$ cat config.mk
export PLATFORM = sky130hd
export DESIGN_NAME = prim_alert_hs_monitor
export DESIGN_NICKNAME = d
export VERILOG_FILES = /design/src/rtl/prim_alert_hs_monitor.sv
export SDC_FILE = /design/constraint.sdc
export NUM_CORES = 1
export LEC_CHECK = 0
export CAP_MARGIN = 10
export CORE_MARGIN = 2
export CORE_UTILIZATION = 57
export CTS_CLUSTER_SIZE = 40
export DETAILED_ROUTE_END_ITERATION = 6
export GPL_TIMING_DRIVEN = 0
export HOLD_SLACK_MARGIN = 0.02
export PLACE_DENSITY = 0.79
export SLEW_MARGIN = 10
export SYNTH_ARGS = -nofsm -noshare
export SYNTH_HDL_FRONTEND = slang
export SYNTH_SLANG_ARGS = --single-unit
$ cat constraint.sdc
create_clock -name clk_i -period 7.3 [get_ports clk_i]
set_input_delay 0.73 -clock clk_i [delete_from_list [all_inputs] [get_ports clk_i]]
set_output_delay 0.73 -clock clk_i [all_outputs]
set_load 0.02 [all_outputs]
$ cat src/rtl/prim_alert_hs_monitor.sv
// Passive observer for differential alert channels. It flags wire-pair integrity, handshake
// order/liveness and ping latency violations as sticky bits, and counts the error cycles.
module prim_alert_hs_monitor #(
  parameter int unsigned NumAlerts   = 4,
  parameter int unsigned PingTimeout = 9,
  parameter int unsigned HsTimeout   = 16,
  parameter int unsigned CntW        = 8
) (
  input  logic                 clk_i,
  input  logic                 rst_i,
  input  logic [NumAlerts-1:0] alert_p_i,
  input  logic [NumAlerts-1:0] alert_n_i,
  input  logic [NumAlerts-1:0] ack_p_i,
  input  logic [NumAlerts-1:0] ack_n_i,
  input  logic [NumAlerts-1:0] ping_p_i,
  input  logic [NumAlerts-1:0] ping_n_i,
  input  logic [NumAlerts-1:0] ping_en_i,
  input  logic [NumAlerts-1:0] ping_ok_i,
  input  logic                 clr_i,
  output logic [NumAlerts-1:0] integ_err_o,
  output logic [NumAlerts-1:0] proto_err_o,
  output logic [NumAlerts-1:0] ping_err_o,
  output logic [NumAlerts-1:0] hs_done_o,
  output logic [CntW-1:0]      err_cnt_o,
  output logic                 any_err_o
);

  localparam int unsigned DwellW = $clog2(HsTimeout + 1);
  localparam int unsigned PingW  = $clog2(PingTimeout + 1);
  localparam logic [DwellW-1:0] DwellMax = DwellW'(HsTimeout - 1);
  localparam logic [PingW-1:0]  PingMax  = PingW'(PingTimeout - 1);
  localparam logic [CntW-1:0]   CntMax   = {CntW{1'b1}};

  typedef enum logic [2:0] {
    StIdle,
    StAlertHi,
    StAckHi,
    StAlertLo,
    StResync
  } hs_state_e;

  hs_state_e            state_q    [NumAlerts];
  hs_state_e            state_d    [NumAlerts];
  logic [DwellW-1:0]    dwell_q    [NumAlerts];
  logic [DwellW-1:0]    dwell_d    [NumAlerts];
  logic [PingW-1:0]     ping_cnt_q [NumAlerts];
  logic [PingW-1:0]     ping_cnt_d [NumAlerts];

  logic [NumAlerts-1:0] integ_ev, proto_ev, ping_ev, done_ev, hs_stay;
  logic [NumAlerts-1:0] ping_pend_q, ping_pend_d, ping_en_q;
  logic [NumAlerts-1:0] integ_err_q, integ_err_d;
  logic [NumAlerts-1:0] proto_err_q, proto_err_d;
  logic [NumAlerts-1:0] ping_err_q, ping_err_d;
  logic [NumAlerts-1:0] hs_done_q;
  logic [CntW-1:0]      err_cnt_q, err_cnt_d, err_cnt_base;
  logic                 any_err_q, any_err_d;
  logic                 ev_any;

  // Handshake tracking: integrity loss overrides everything and parks the channel in Resync.
  always_comb begin
    for (int i = 0; i < NumAlerts; i++) begin
      integ_ev[i] = (alert_p_i[i] == alert_n_i[i]) | (ack_p_i[i] == ack_n_i[i]) |
                    (ping_p_i[i] == ping_n_i[i]);
      proto_ev[i] = 1'b0;
      done_ev[i]  = 1'b0;
      hs_stay[i]  = 1'b0;
      state_d[i]  = state_q[i];
      dwell_d[i]  = '0;
      if (integ_ev[i]) begin
        state_d[i] = StResync;
      end else begin
        case (state_q[i])
          StIdle: begin
            if (ack_p_i[i]) begin
              proto_ev[i] = 1'b1;
              state_d[i]  = StResync;
            end else if (alert_p_i[i]) begin
              state_d[i] = StAlertHi;
            end
          end
          StAlertHi: begin
            if (!alert_p_i[i]) begin
              proto_ev[i] = 1'b1;
              state_d[i]  = StResync;
            end else if (ack_p_i[i]) begin
              state_d[i] = StAckHi;
            end else begin
              hs_stay[i] = 1'b1;
            end
          end
          StAckHi: begin
            if (!ack_p_i[i]) begin
              proto_ev[i] = 1'b1;
              state_d[i]  = StResync;
            end else if (!alert_p_i[i]) begin
              state_d[i] = StAlertLo;
            end else begin
              hs_stay[i] = 1'b1;
            end
          end
          StAlertLo: begin
            if (alert_p_i[i]) begin
              proto_ev[i] = 1'b1;
              state_d[i]  = StResync;
            end else if (!ack_p_i[i]) begin
              state_d[i] = StIdle;
              done_ev[i] = 1'b1;
            end else begin
              hs_stay[i] = 1'b1;
            end
          end
          StResync: begin
            if (!alert_p_i[i] && !ack_p_i[i]) begin
              state_d[i] = StIdle;
            end
          end
          default: state_d[i] = StResync;
        endcase
        // A handshake that makes no progress for HsTimeout cycles is a liveness failure.
        if (hs_stay[i]) begin
          if (dwell_q[i] == DwellMax) begin
            proto_ev[i] = 1'b1;
            state_d[i]  = StResync;
          end else begin
            dwell_d[i] = dwell_q[i] + 1'b1;
          end
        end
      end
    end
  end

  // Ping latency: a rising request opens a window of PingTimeout cycles for ping_ok.
  always_comb begin
    for (int i = 0; i < NumAlerts; i++) begin
      ping_ev[i]     = 1'b0;
      ping_pend_d[i] = ping_pend_q[i];
      ping_cnt_d[i]  = ping_cnt_q[i];
      if (ping_pend_q[i]) begin
        if (ping_ok_i[i]) begin
          ping_pend_d[i] = 1'b0;
        end else if (!ping_en_i[i] || (ping_cnt_q[i] == PingMax)) begin
          ping_ev[i]     = 1'b1;
          ping_pend_d[i] = 1'b0;
        end else begin
          ping_cnt_d[i] = ping_cnt_q[i] + 1'b1;
        end
      end else begin
        if (ping_ok_i[i]) begin
          ping_ev[i] = 1'b1;
        end
        if (ping_en_i[i] && !ping_en_q[i]) begin
          ping_pend_d[i] = 1'b1;
          ping_cnt_d[i]  = '0;
        end
      end
    end
  end

  // New events win over a coincident clear.
  always_comb begin
    ev_any       = |{integ_ev, proto_ev, ping_ev};
    integ_err_d  = (clr_i ? '0 : integ_err_q) | integ_ev;
    proto_err_d  = (clr_i ? '0 : proto_err_q) | proto_ev;
    ping_err_d   = (clr_i ? '0 : ping_err_q) | ping_ev;
    err_cnt_base = clr_i ? '0 : err_cnt_q;
    err_cnt_d    = err_cnt_base;
    if (ev_any && (err_cnt_base != CntMax)) begin
      err_cnt_d = err_cnt_base + 1'b1;
    end
    any_err_d = |{integ_err_d, proto_err_d, ping_err_d};
  end

  always_ff @(posedge clk_i or posedge rst_i) begin
    if (rst_i) begin
      for (int i = 0; i < NumAlerts; i++) begin
        state_q[i]    <= StIdle;
        dwell_q[i]    <= '0;
        ping_cnt_q[i] <= '0;
      end
      ping_pend_q <= '0;
      ping_en_q   <= '0;
      integ_err_q <= '0;
      proto_err_q <= '0;
      ping_err_q  <= '0;
      hs_done_q   <= '0;
      err_cnt_q   <= '0;
      any_err_q   <= 1'b0;
    end else begin
      for (int i = 0; i < NumAlerts; i++) begin
        state_q[i]    <= state_d[i];
        dwell_q[i]    <= dwell_d[i];
        ping_cnt_q[i] <= ping_cnt_d[i];
      end
      ping_pend_q <= ping_pend_d;
      ping_en_q   <= ping_en_i;
      integ_err_q <= integ_err_d;
      proto_err_q <= proto_err_d;
      ping_err_q  <= ping_err_d;
      hs_done_q   <= done_ev;
      err_cnt_q   <= err_cnt_d;
      any_err_q   <= any_err_d;
    end
  end

  assign integ_err_o = integ_err_q;
  assign proto_err_o = proto_err_q;
  assign ping_err_o  = ping_err_q;
  assign hs_done_o   = hs_done_q;
  assign err_cnt_o   = err_cnt_q;
  assign any_err_o   = any_err_q;

endmodule

* Word-level counts from Yosys, hierarchy flattened *
Index checks and enable logic that the tools add are counted.

storage, ports and cells
  logic and storage cells = 309
  bits of input ports = 35
  memory bits (read-only) = 0
  register bits after elaboration = 81
  memories kept = 0
  output and inout port bits = 25
  bits in latches = 0
  bits in writable memories = 0

cells by class
  equal/unequal tests = 45
  reductions and logical operators = 43
  shift-type cells = 0
  multiply operators = 0
  order comparisons = 0
  mux-type cells = 181
  div/mod/pow operators = 0
  $add $sub $neg = 9
  bitwise operators = 11

operators by type and width
  cell                   count
  $mux W3                48
  $mux W1                88
  $mux W4                19
  $mux W5                12
  $pmux W3 S5            4
  $eq A3 B2 Y1 const B   8
  $reduce_or A12 Y1      2
  $add A5 B1 Y5 const B  4
  $eq A5 B4 Y1 const B   4
  $add A4 B1 Y4 const B  4
  $eq A4 B4 Y1 const B   4
  $logic_not A1 Y1       16
  $mux W8                2
  $ne A2 B2 Y1 const B   8
  $pmux W1 S4            4
  $eq A1 B1 Y1           12
  $eq A3 B1 Y1 const B   4
  $eq A3 B3 Y1 const B   4
  $logic_not A3 Y1       4
  $or A4 B4 Y4           3
  $pmux W1 S3            4
  $reduce_and A3 Y1      4
  $logic_and A1 B1 Y1    9
  $add A8 B1 Y8 const B  1
  other kinds (4)        17

* Logic depth before layout (Yosys ltp) *
Gate-level depths: netlist of the first run.

  depth after elaboration = 9
  gate-level depth with buffers = 11
  depth with buffers taken out = 10

* Worst setup path after synthesis of the first run *
Ideal clock, no wire load.

  path kind = input-to-reg
  start = input alert_p_i[2]
  end = register err_cnt_q[7] (netlist: err_cnt_o[7])
  setup time = 0.129 ns
  arrival time = 2.280 ns
  data required time = 7.171 ns
  setup slack = 4.891 ns
  buffers on the path = 2
  stages = 8
  cells stage by stage = buf_4 > and2_1 > o31ai_1 > a221oi_1 > and4_1 > buf_6 > and2_4 > o41a_1

between the ends
  cells in the longest elaborated chain, start to end = 9
  elaborated cells between the ends (all ways) = 17
  classes of those cells = eq/ne: 1; mux: 12; bitwise: 2; reduce/logical: 2

RTL lines
  what                     line     RTL
  start: declaration       11       input logic [NumAlerts-1:0] alert_p_i,
  $mux W1                  95, 102
  $mux W1                  92       if (!ack_p_i[i]) begin
  $pmux W1 S3              72       case (state_q[i])
  $mux W1                  69       if (integ_ev[i]) begin
  $mux W1                  120      if (hs_stay[i]) begin
  $mux W1                  69
  $reduce_or A12 Y1 (*)    161      ev_any = |{integ_ev, proto_ev, ping_ev};
  $logic_and A1 B1 Y1 (*)  167      if (ev_any && (err_cnt_base != CntMax)) begin
  $mux W8 (*)              167
  named net err_cnt_d[7]   55       logic [CntW-1:0] err_cnt_q, err_cnt_d, err_cnt_base;
  end signal: assignment   200      err_cnt_q <= err_cnt_d;
  end: declaration         55

The timed path passes the listed nets; every way through them passes the cells marked *. The select of a mux whose other input is x is not followed.
A chain may end at the register's enable or synchronous reset.

* Final worst setup path of the first run *
  start = input ack_p_i[0]
  end = register err_cnt_q[1] (netlist: err_cnt_o[1])

between the ends
  cells in the longest elaborated chain, start to end = 9
  elaborated cells between the ends (all ways) = 17
  classes of those cells = eq/ne: 1; mux: 12; bitwise: 2; reduce/logical: 2

RTL lines
  what                               line     RTL
  start: declaration                 13       input logic [NumAlerts-1:0] ack_p_i,
  $mux W1, on equally long branches  n/a
  $mux W1, on equally long branches  102, 82
  $pmux W1 S3                        72
  $mux W1                            69
  $mux W1                            120
  $mux W1                            69
  $reduce_or A12 Y1 (*)              161
  $logic_and A1 B1 Y1 (*)            167
  $mux W8 (*)                        167
  named net err_cnt_d[1]             55

Marked as above.

==> run_results.csv, run 1 <==
group,metric,value,unit
pwr,irDropWorstVdd,0.171,mV
die,io-pin-count,60,
drt,wl_met2,4320,µm
placement,gp_routability_congestion,0.942,
pwr,p_clk_frac,0.346,
logic_synthesis,synthCells,457,
timing,period_utilization_post_route,0.403,
finish,multi_input_comb_area,2140,µm²
timing,finalCriticalPeriod,2.94,ns
global_route,first_global_vias,3505,
drt,drt.antenna.violating_nets,0,
global_route,grt_antenna_before_repair,0,
finish,fillCellCount,551,
worst_setup_path,regToRegStartpoint,"ping_cnt_q[4]",
clock_network,ctsLongestPathBuffers,2,
pwr,power.share.sequential,0.516,
drt,routed-wl-met3,408,µm
drt,via_count,3523,
logic_synthesis,synthesis.yosys.warnings,0,
finish,ff_latch_area,2030,µm²
global_route,global_route.usage.total,0.233,
drt,wl,8970,µm
clock_network,ctsHtreeMaxLevel,3,
finish,total_inserted_antenna_cells,0,
pwr,p_switching,0.000256,W
die,dieArea,8340,µm²
worst_setup_path,critical_path.reg2reg.endpoint,"err_cnt_o[4]",
timing,finalHoldViolations,0,
worst_setup_path,worstPathRequired,7.54,ns
timing,max_slew_margin,0.298,
pwr,intPower,0.000688,W
worst_setup_path,worst-setup-path-type,"input pin to flip-flop",
drt,wire_per_inst,14.2,µm
clock_network,inserted_clock_buffers,9,
timing,worst_hold_slack,0.469,ns
min_path,hold_path_class,"flip-flop to flip-flop",
clock_network,cts_setup_buffers,0,
pwr,netSwitchingFraction,0.271,
logic_synthesis,number_of_enable_type_register_cells_in_the_synthesized_netlist,0,
die,die_width,91.3,µm
min_path,hold-path-endpoint,"dwell_q[15]",
timing,setup_total_negative_slack,0,ns
timing,grt_setup_unrepaired,"false",
clock_network,clk-insertion-delay-late,0.36,ns
pwr,power_frac_comb,0.138,
pwr,p_per_area,179,nW/µm²
global_route,grt_remaining_overflow,0,
finish,final_util,0.719,
die,placement_rows,31,
clock_network,cts_repair_resize_count,0,
global_route,grt_first_pass_wirelength,15800,µm
die,core_footprint,7330,µm²
finish,layout.cells.most_common_list,"sky130_fd_sc_hd__dfrtp_1, sky130_fd_sc_hd__clkdlybuf4s50_1, sky130_fd_sc_hd__nand2_1",
logic_synthesis,synth_top_flop_cell,"sky130_fd_sc_hd__dfrtp_1",
worst_setup_path,reg2reg_depth,9,
worst_setup_path,endpoint_kind,"flip-flop",
timing,finalSetupViolations,0,
logic_synthesis,synth_fp_nets,509,
timing,max_clk_rate,0.340,GHz
logic_synthesis,yosysUniqueCellTypes,58,
placement,io_buffers,57,
global_route,grt_max_degree,63,
placement,dpl.cell_count,614,
clock_network,cts-hold-fix-buffers,0,
drt,highest_layer,"met4",
clock_network,clockRootBuffer,"sky130_fd_sc_hd__clkbuf_8",
finish,layout.cells.most_common,"sky130_fd_sc_hd__dfrtp_1",
finish,final_layout_size_suffix_gt1_frac,0.0772,
logic_synthesis,ys_seq_elements,81,
drt,first_iter_violations,240,
placement,detailed_place_hpwl,6590,µm
drt,mean_number_of_vias_per_cell,5.59,
finish,design.final.nets,578,
timing,worst-slew-pin-transition,1.03,ns
job,maxCapViolCount,0,
logic_synthesis,synth.avg_cell_area,9.51,µm²
worst_setup_path,critical_path.max_fanout,8,
finish,areaGrowthSynthToFinish,21.2,%
die,initial_utilization,0.593,
drt,drt-met1-wl,4130,µm
pwr,p_leak,2.25,nW
worst_setup_path,worst_ep_arrival_time,3.18,ns
die,die_y,91.3,µm
clock_network,tritoncts,"done",
clock_network,clk_pin_slew,0.08,ns
status,run_status,"completed",
finish,instances_no_fill,630,
min_path,worst_hold_path.num_cells,1,
logic_synthesis,synth.cell_area,4350,µm²
worst_setup_path,regToRegSetupSlack,4.61,ns
clock_network,clock_sink_count,81,
min_path,min-delay-start,"dwell_q[15]",
timing,final_max_slew_viol_count,0,
timing,timing.clock.skew,0.0118,ns
logic_synthesis,synth-seq-area-share,0.466,
drt,dr.pass1.iters,4,
drt,drc_errors,0,
logic_synthesis,synth_async_sr_flop_share,1.00,
worst_setup_path,startpoint_type,"input pin",
## power by group through the flow
stage	clock network (W)	logic, W	registers (W)
floorplan	0	0.0000664	0.000500
global placement	0	0.000123	0.000495
detailed placement	0	0.000131	0.000495
CTS	0.000334	0.000132	0.000487
global route	0.000353	0.000147	0.000491
finish	0.000327	0.000130	0.000487
## per-stage QoR
| stage | total power [W] | area (µm²) | setup WS [ns] |
|---|---|---|---|
| floorplan | 0.000566 | 4350 | 4.49 |
| global placement | 0.000618 | 5040 | 3.18 |
| detailed placement | 0.000626 | 5070 | 3.98 |
| CTS | 0.000953 | 5270 | 4.36 |
| global route | 0.000991 | 5270 | 4.20 |
| finish | 0.000943 | 5270 | 4.36 |
## area by class of cell
cell class	instances	area share
multi-input cells	336	0.406
flip-flops and latches	81	0.385
repair buffers	58	0.114
clock buffers	10	0.0242
well taps	99	0.0235
inverters	26	0.0190
plain buffers	14	0.0164
clock inverters	6	0.0131
## how the worst max path moves through the flow
stage,start,end,depth (start not counted),slack [ns]
after detailed placement,ack_p_i[0],err_cnt_o[1],10,3.98
after floorplan,rst_i,any_err_o,1,4.49
final,ack_p_i[0],err_cnt_o[1],10,4.36
after global routing,ack_p_i[0],err_cnt_o[1],10,4.20
after CTS,ack_p_i[0],err_cnt_o[1],10,4.36
after global placement,rst_i,state_q[3],2,3.18
## routing by layer
| metal | up-vias | GRT usage |
|---|---|---|
| met5 | - | 0 |
| li1 | 1737 | - |
| met3 | 13 | 0.0515 |
| met2 | 81 | 0.377 |
| met4 | 0 | 0.0707 |
| met1 | 1692 | 0.315 |
## cells in the mapped netlist (4+ instances only)
cell type / n / area (µm²)
sky130_fd_sc_hd__buf_2: 6 / 30.0
sky130_fd_sc_hd__a21oi_1: 19 / 95.1
sky130_fd_sc_hd__xor2_1: 25 / 219
sky130_fd_sc_hd__dfrtp_1: 81 / 2030
sky130_fd_sc_hd__nand2b_1: 8 / 50.1
sky130_fd_sc_hd__nor2_1: 40 / 150
sky130_fd_sc_hd__o21ai_0: 18 / 90.1
sky130_fd_sc_hd__nand3_1: 25 / 125
sky130_fd_sc_hd__nor2b_1: 11 / 68.8
sky130_fd_sc_hd__nand3b_1: 5 / 37.5
sky130_fd_sc_hd__and3_1: 9 / 56.3
sky130_fd_sc_hd__nor3b_1: 7 / 52.6
sky130_fd_sc_hd__nand4_1: 5 / 31.3
sky130_fd_sc_hd__nor3_1: 17 / 85.1
sky130_fd_sc_hd__o31ai_1: 4 / 30.0
sky130_fd_sc_hd__xnor2_1: 13 / 114
sky130_fd_sc_hd__nand2_1: 50 / 188
sky130_fd_sc_hd__a31oi_1: 5 / 31.3
sky130_fd_sc_hd__inv_1: 26 / 97.6
sky130_fd_sc_hd__ha_1: 17 / 213
sky130_fd_sc_hd__a21o_1: 6 / 45.0
sky130_fd_sc_hd__nor4_1: 6 / 37.5
## flip-flops by register name, indices dropped and copies added, names as in the netlist
signal,cells
err_cnt_o,8
dwell_q,20
ping_pend_q,4
ping_cnt_q,16
ping_en_q,4
integ_err_o,4
ping_err_o,4
state_q,12
any_err_o,1
hs_done_o,4
proto_err_o,4
## critical path, stage by stage
cell and delay, ns:
sky130_fd_sc_hd__clkdlybuf4s50_1 0.55, sky130_fd_sc_hd__inv_1 0.15, sky130_fd_sc_hd__ha_1 0.31, sky130_fd_sc_hd__nand2_1 0.06, sky130_fd_sc_hd__o32ai_2 0.16, sky130_fd_sc_hd__nand2_1 0.14, sky130_fd_sc_hd__a21oi_1 0.29, sky130_fd_sc_hd__nor3_2 0.16
sky130_fd_sc_hd__a32oi_1 0.27, sky130_fd_sc_hd__mux2_2 0.37
## cell families (layout without fill, tap and decap cells)
family / count (synthesis) / in the layout / share of synthesized area
compound gates: 79 / 79 / 0.127
xor+xnor: 38 / 38 / 0.0765
fa+ha+maj: 17 / 17 / 0.0489
buf+inv: 40 / 114 / 0.0423
flops: 81 / 81 / 0.466
mux: 2 / 2 / 0.00489
simple gates: 200 / 200 / 0.234
Note: power is estimated with default switching activity, not from simulation.
==> run 2, diff against run 1 <==
- CORE_UTILIZATION: 57 -> 50
- PLACE_DENSITY: 0.79 -> 0.73
- clock period: 7.3 -> 2.4 ns (I/O delays scaled with it)
==> run 2 against run 1 <==
Against the previous run: sequential cell count unchanged; total power grew to 3.1 times the previous value; core utilization shrank 8.5 points; final cell count grew 2.7%; register-to-register slack worse by 4.5 ns; sequential share of layout area fell by 1.2 points; setup slack got worse by 4.3 ns; global-route usage is 3.4 points lower; worst hold slack got worse by 0.31 ns; clock skew fell by 0.0014 ns; sequential power rose to 3.0 times the previous value; wire length up 4.5%; largest power group unchanged.
==> run_results.csv, run 2 (synthesized netlist as in run 1, its figures left out) <==
group,metric,value,unit
die,placement_rows,34,
worst_setup_path,worstPathRequired,2.63,ns
drt,drt.antenna.violating_nets,0,
global_route,grt_first_pass_wirelength,15500,µm
global_route,grt_antenna_before_repair,0,
timing,finalCriticalPeriod,2.32,ns
placement,placed_cell_area,5080,µm²
die,core_footprint,8590,µm²
timing,finalSetupViolations,0,
finish,final_util,0.634,
worst_setup_path,reg2reg_depth,10,
global_route,grt_remaining_overflow,0,
placement,post-place-ws,-0.441,ns
pwr,intPower,0.00212,W
drt,wl,9380,µm
drt,dr.pass1.iters,4,
pwr,irDropWorstVdd,0.375,mV
clock_network,clk-insertion-delay-late,0.35,ns
timing,period_utilization_post_route,0.965,
min_path,min-delay-start,"alert_p_i[2]",
timing,max_clk_rate,0.432,GHz
worst_setup_path,regToRegStartpoint,"state_q[4]",
clock_network,ctsHtreeMaxLevel,3,
finish,final_cell_area,5450,µm²
worst_setup_path,endpoint_kind,"flip-flop",
min_path,worst_hold_path.num_cells,2,
die,dieArea,9460,µm²
finish,final_layout_size_suffix_gt1_frac,0.117,
pwr,netSwitchingFraction,0.263,
placement,io_buffers,57,
die,die_y,97.3,µm
min_path,hold-path-endpoint,"hs_done_o[2]",
clock_network,clockRootBuffer,"sky130_fd_sc_hd__clkbuf_8",
timing,worst-slew-pin-transition,0.577,ns
status,run_status,"completed",
timing,final.setup.worst_slack,0.0847,ns
drt,drc_errors,0,
min_path,hold_path_class,"input pin to flip-flop",
clock_network,ctsLongestPathBuffers,2,
job,maxCapViolCount,0,
global_route,first_global_vias,3443,
drt,wire_per_inst,14.5,µm
finish,total_inserted_antenna_cells,0,
pwr,p_leak,2.29,nW
placement,gp_routability_congestion,0.848,
worst_setup_path,regToRegSetupSlack,0.08,ns
worst_setup_path,critical_path.max_fanout,10,
drt,via_count,3554,
finish,layout.cells.most_common,"sky130_fd_sc_hd__dfrtp_1",
finish,layout_top_registers,"dwell_q: 20 flops, ping_cnt_q: 16 flops, state_q: 12 flops",
finish,areaGrowthSynthToFinish,25.3,%
die,io-pin-count,60,
clock_network,tritoncts,"done",
placement,detailed_place_hpwl,6800,µm
timing,timing.clock.skew,0.0104,ns
clock_network,inserted_clock_buffers,9,
timing,worst_hold_slack,0.160,ns
die,die_width,97.3,µm
pwr,power.share.sequential,0.514,
pwr,p_clk_frac,0.343,
global_route,grt_max_degree,42,
timing,finalHoldViolations,0,
finish,layout.cells.most_common_list,"sky130_fd_sc_hd__dfrtp_1, sky130_fd_sc_hd__clkdlybuf4s50_1, sky130_fd_sc_hd__nand2_1",
worst_setup_path,worst-setup-path-type,"flip-flop to flip-flop",
pwr,power_frac_comb,0.143,
timing,final_max_slew_viol_count,0,
pwr,p_per_area,529,nW/µm²
clock_network,clock_sink_count,81,
drt,first_iter_violations,104,
drt,mean_number_of_vias_per_cell,5.49,
worst_setup_path,worst_ep_arrival_time,2.54,ns
timing,max_slew_margin,0.614,
die,initial_utilization,0.506,
finish,largest_register_ffs,20,
finish,design.final.nets,586,
clock_network,clk_pin_slew,0.08,ns
worst_setup_path,startpoint_type,"flip-flop",
global_route,global_route.usage.total,0.199,
clock_network,cts-hold-fix-buffers,0,
worst_setup_path,critical_path.reg2reg.endpoint,"err_cnt_o[7]",
finish,largest-register,"dwell_q",
pwr,p_switching,0.000758,W
==> run 2: changes by cell type in the layout (fill, tap and decap cells not counted), moves of 3 or more <==
cell	change
sky130_fd_sc_hd__clkbuf_1	+3
sky130_fd_sc_hd__a21oi_1	-3
sky130_fd_sc_hd__o32ai_4	+3
sky130_fd_sc_hd__a21oi_4	+3
sky130_fd_sc_hd__clkinv_4	-3
sky130_fd_sc_hd__buf_4	+10
sky130_fd_sc_hd__inv_1	-4
sky130_fd_sc_hd__inv_2	+4
sky130_fd_sc_hd__o32ai_2	-3
==> run 2: worst max-delay path by stage <==
stage | to | startpoint | cells after the start
after floorplan | any_err_o | rst_i | 1
after global placement | err_cnt_o[3] | rst_i | 2
after detailed placement | err_cnt_o[1] | ack_p_i[0] | 10
after CTS | err_cnt_o[1] | state_q[7] | 11
after global routing | err_cnt_o[7] | ack_p_i[2] | 10
final | err_cnt_o[7] | state_q[4] | 10
==> run 2: cell type report <==
type	instances	area [µm²]
Clock inverter	2	37.5
Buffer	14	91.3
Fill cell	698	3140
Multi-Input combinational cell	336	2250
Inverter	26	100
Tap cell	108	135
Sequential cell	81	2030
Timing Repair Buffer	66	651
Clock buffer	14	153
==> run 2: power by group through the flow <==
stage	clock network, W	logic [W]	registers, W
global placement	0	0.000381	0.00150
finish	0.000990	0.000411	0.00148
detailed placement	0	0.000403	0.00151
CTS	0.00100	0.000410	0.00148
global route	0.00106	0.000458	0.00149
floorplan	0	0.000202	0.00152
==> run 2: what timing repair did <==
item	4_1_cts	5_1_grt
pin swaps	1	7
hold endpoints to repair	0	0
gates resized for setup	12	18
setup buffers	0	8
endpoints found under the setup margin	9	8
==> run 2: stage by stage <==
stage / instances / setup TNS [ns] / power, W
2_1_floorplan: 457 / 0 / 0.00172
3_3_place_gp: 622 / -101.80 / 0.00188
3_5_place_dp: 623 / -2.66 / 0.00191
4_1_cts: 639 / 0 / 0.00289
5_1_grt: 647 / -0.0514 / 0.00301
6_report: 647 / 0 / 0.00288
==> run 2: routing by layer <==
metal,vias to the layer above,part of all wire,track usage
li1,1750,-,-
met4,0,0.013,0.0662
met2,66,0.49,0.335
met5,-,0,0
met3,12,0.051,0.0439
met1,1726,0.45,0.257
==> run 2: critical path, cell delays in order (launching register included) <==
cell and delay (ns):
sky130_fd_sc_hd__dfrtp_1 0.36, sky130_fd_sc_hd__buf_4 0.17, sky130_fd_sc_hd__nor3b_1 0.14, sky130_fd_sc_hd__ha_1 0.26, sky130_fd_sc_hd__nand2_1 0.07, sky130_fd_sc_hd__o32ai_4 0.13
sky130_fd_sc_hd__nand3_2 0.12, sky130_fd_sc_hd__and4_1 0.21, sky130_fd_sc_hd__buf_6 0.13, sky130_fd_sc_hd__and2_4 0.17, sky130_fd_sc_hd__o41a_1 0.42
==> run 3, diff against run 2 <==
- REMOVE_ABC_BUFFERS: unset -> 1
==> run 3 against run 2 <==
Against the previous run: final cell count fell by 2.3%; global-route usage up 0.91 points; count of clock-buffer cells in the layout fell by 4; register-to-register slack barely moved; sequential cell count unchanged; critical path type unchanged; critical endpoint is now err_cnt_o[1]; largest cell class unchanged.
==> run_results.csv, run 3 (synthesized netlist as in run 1, its figures left out) <==
group,metric,value,unit
job,maxCapViolCount,0,
die,dieArea,9460,µm²
status,run_status,"completed",
finish,layout_top_registers,"dwell_q: 20 flops, ping_cnt_q: 16 flops, state_q: 12 flops",
finish,largest_register_ffs,20,
finish,final_util,0.632,
pwr,netSwitchingFraction,0.255,
clock_network,clockRootBuffer,"sky130_fd_sc_hd__clkbuf_8",
drt,mean_number_of_vias_per_cell,5.56,
timing,finalHoldViolations,0,
clock_network,inserted_clock_buffers,9,
worst_setup_path,startpoint_type,"flip-flop",
finish,areaGrowthSynthToFinish,25.0,%
pwr,intPower,0.00233,W
timing,max_slew_margin,0.648,
pwr,p_clk_frac,0.396,
die,core_footprint,8590,µm²
finish,largest-register,"dwell_q",
global_route,grt_max_degree,59,
drt,wire_per_inst,15.3,µm
global_route,grt_first_pass_wirelength,16200,µm
timing,period_utilization_post_route,0.962,
worst_setup_path,worst-setup-path-type,"flip-flop to flip-flop",
worst_setup_path,regToRegSetupSlack,0.09,ns
clock_network,clk_pin_slew,0.08,ns
die,placement_rows,34,
finish,final_layout_size_suffix_gt1_frac,0.105,
finish,layout.cells.most_common,"sky130_fd_sc_hd__dfrtp_1",
finish,instances_no_fill,632,
drt,wl,9640,µm
clock_network,ctsLongestPathBuffers,2,
drt,via_count,3512,
finish,layout.cells.most_common_list,"sky130_fd_sc_hd__dfrtp_1, sky130_fd_sc_hd__clkdlybuf4s50_1, sky130_fd_sc_hd__nand2_1",
drt,drt.antenna.violating_nets,0,
placement,dpl.cell_count,611,
placement,gp_routability_congestion,0.874,
global_route,first_global_vias,3459,
drt,drc_errors,0,
pwr,p_per_area,576,nW/µm²
finish,design.final.nets,571,
worst_setup_path,worst_ep_arrival_time,2.56,ns
timing,final_max_slew_viol_count,0,
worst_setup_path,worstPathRequired,2.65,ns
placement,io_buffers,59,
pwr,p_switching,0.000798,W
clock_network,clock_sink_count,81,
timing,timing.clock.skew,0.0122,ns
global_route,global_route.usage.total,0.208,
timing,worst-slew-pin-transition,0.528,ns
die,initial_utilization,0.506,
global_route,grt_antenna_before_repair,0,
clock_network,tritoncts,"done",
drt,first_iter_violations,162,
global_route,grt_remaining_overflow,0,
worst_setup_path,endpoint_kind,"flip-flop",
worst_setup_path,reg2reg_depth,10,
timing,max_clk_rate,0.433,GHz
placement,detailed_place_hpwl,6840,µm
worst_setup_path,regToRegStartpoint,"state_q[10]",
clock_network,ctsHtreeMaxLevel,3,
drt,dr.pass1.iters,4,
clock_network,clk-insertion-delay-late,0.36,ns
pwr,power_frac_comb,0.130,
worst_setup_path,critical_path.max_fanout,6,
pwr,irDropWorstVdd,0.444,mV
pwr,p_leak,2.27,nW
min_path,hold_path_class,"input pin to async pin",
pwr,power.share.sequential,0.474,
finish,total_inserted_antenna_cells,0,
timing,finalSetupViolations,0,
die,io-pin-count,60,
worst_setup_path,critical_path.reg2reg.endpoint,"err_cnt_o[1]",
die,die_width,97.3,µm
timing,finalCriticalPeriod,2.31,ns
die,die_y,97.3,µm
[run 3: area by class of cell]
| cell class | instances | area (µm²) |
|---|---|---|
| inverters | 26 | 100 |
| clock inverters | 6 | 114 |
| well taps | 108 | 135 |
| fillers | 715 | 3160 |
| flip-flops and latches | 81 | 2030 |
| repair buffers | 65 | 661 |
| clock buffers | 10 | 138 |
| multi-input cells | 336 | 2260 |
[run 3: what timing repair did]
item	4_1_cts	5_1_grt
pin swaps	1	3
endpoints found under the hold margin	0	0
endpoints found under the setup margin	9	7
hold buffers	0	0
resized for setup	15	15
cloned	0	0
buffers inserted	2	3
[run 3: layer usage]
metal | track usage | vias to the layer above | wire length (µm)
met3 | 0.0410 | 12 | 420
met1 | 0.283 | 1707 | 4430
met2 | 0.332 | 71 | 4640
met5 | 0 | - | 0
li1 | - | 1722 | -
met4 | 0.0812 | 0 | 150
[run 3: metrics by stage]
stage	TNS [ns]	power (W)	cell area, µm²	setup WS [ns]	hold WS [ns]
5_1_grt	-0.00417	0.00328	5440	-0.00417	0.233
6_report	0	0.00313	5440	0.0916	0.204
3_3_place_gp	-100.58	0.00188	4990	-1.21	0.455
2_1_floorplan	0	0.00171	4260	0.0799	0.271
3_5_place_dp	-2.92	0.00191	5020	-0.487	0.459
4_1_cts	0	0.00316	5340	0.0183	0.210
[run 3: worst max path at each step]
stage                 start      endpoint  slack (ns)  depth (start not counted)
5_1_grt         state_q[10]  err_cnt_o[1]      -0.004                         10
2_1_floorplan         rst_i     any_err_o        0.08                          1
6_report        state_q[10]  err_cnt_o[1]        0.09                         10
4_1_cts         state_q[10]  err_cnt_o[1]        0.02                         10
3_3_place_gp          rst_i  err_cnt_o[2]       -1.21                          2
3_5_place_dp   alert_p_i[0]  err_cnt_o[1]       -0.49                          8
[run 3: power by group through the flow]
stage                     combinational, W  sequential (W)  clock (W)
after floorplan                   0.000190         0.00152          0
after global placement            0.000372         0.00151          0
after detailed placement          0.000398         0.00151          0
after CTS                         0.000405         0.00148    0.00127
after global routing              0.000456         0.00149    0.00133
final                             0.000408         0.00149    0.00124
[run 3: worst max-delay path, cell delays in order, from the launching register on]
cell and delay, ns:
sky130_fd_sc_hd__dfrtp_2 0.45, sky130_fd_sc_hd__inv_2 0.14, sky130_fd_sc_hd__nor3_4 0.07, sky130_fd_sc_hd__ha_1 0.28
sky130_fd_sc_hd__nand2_1 0.08, sky130_fd_sc_hd__o32ai_4 0.18, sky130_fd_sc_hd__nand2_2 0.12, sky130_fd_sc_hd__a21oi_4 0.20
sky130_fd_sc_hd__nor3_4 0.09, sky130_fd_sc_hd__a32oi_2 0.22, sky130_fd_sc_hd__mux2_2 0.37
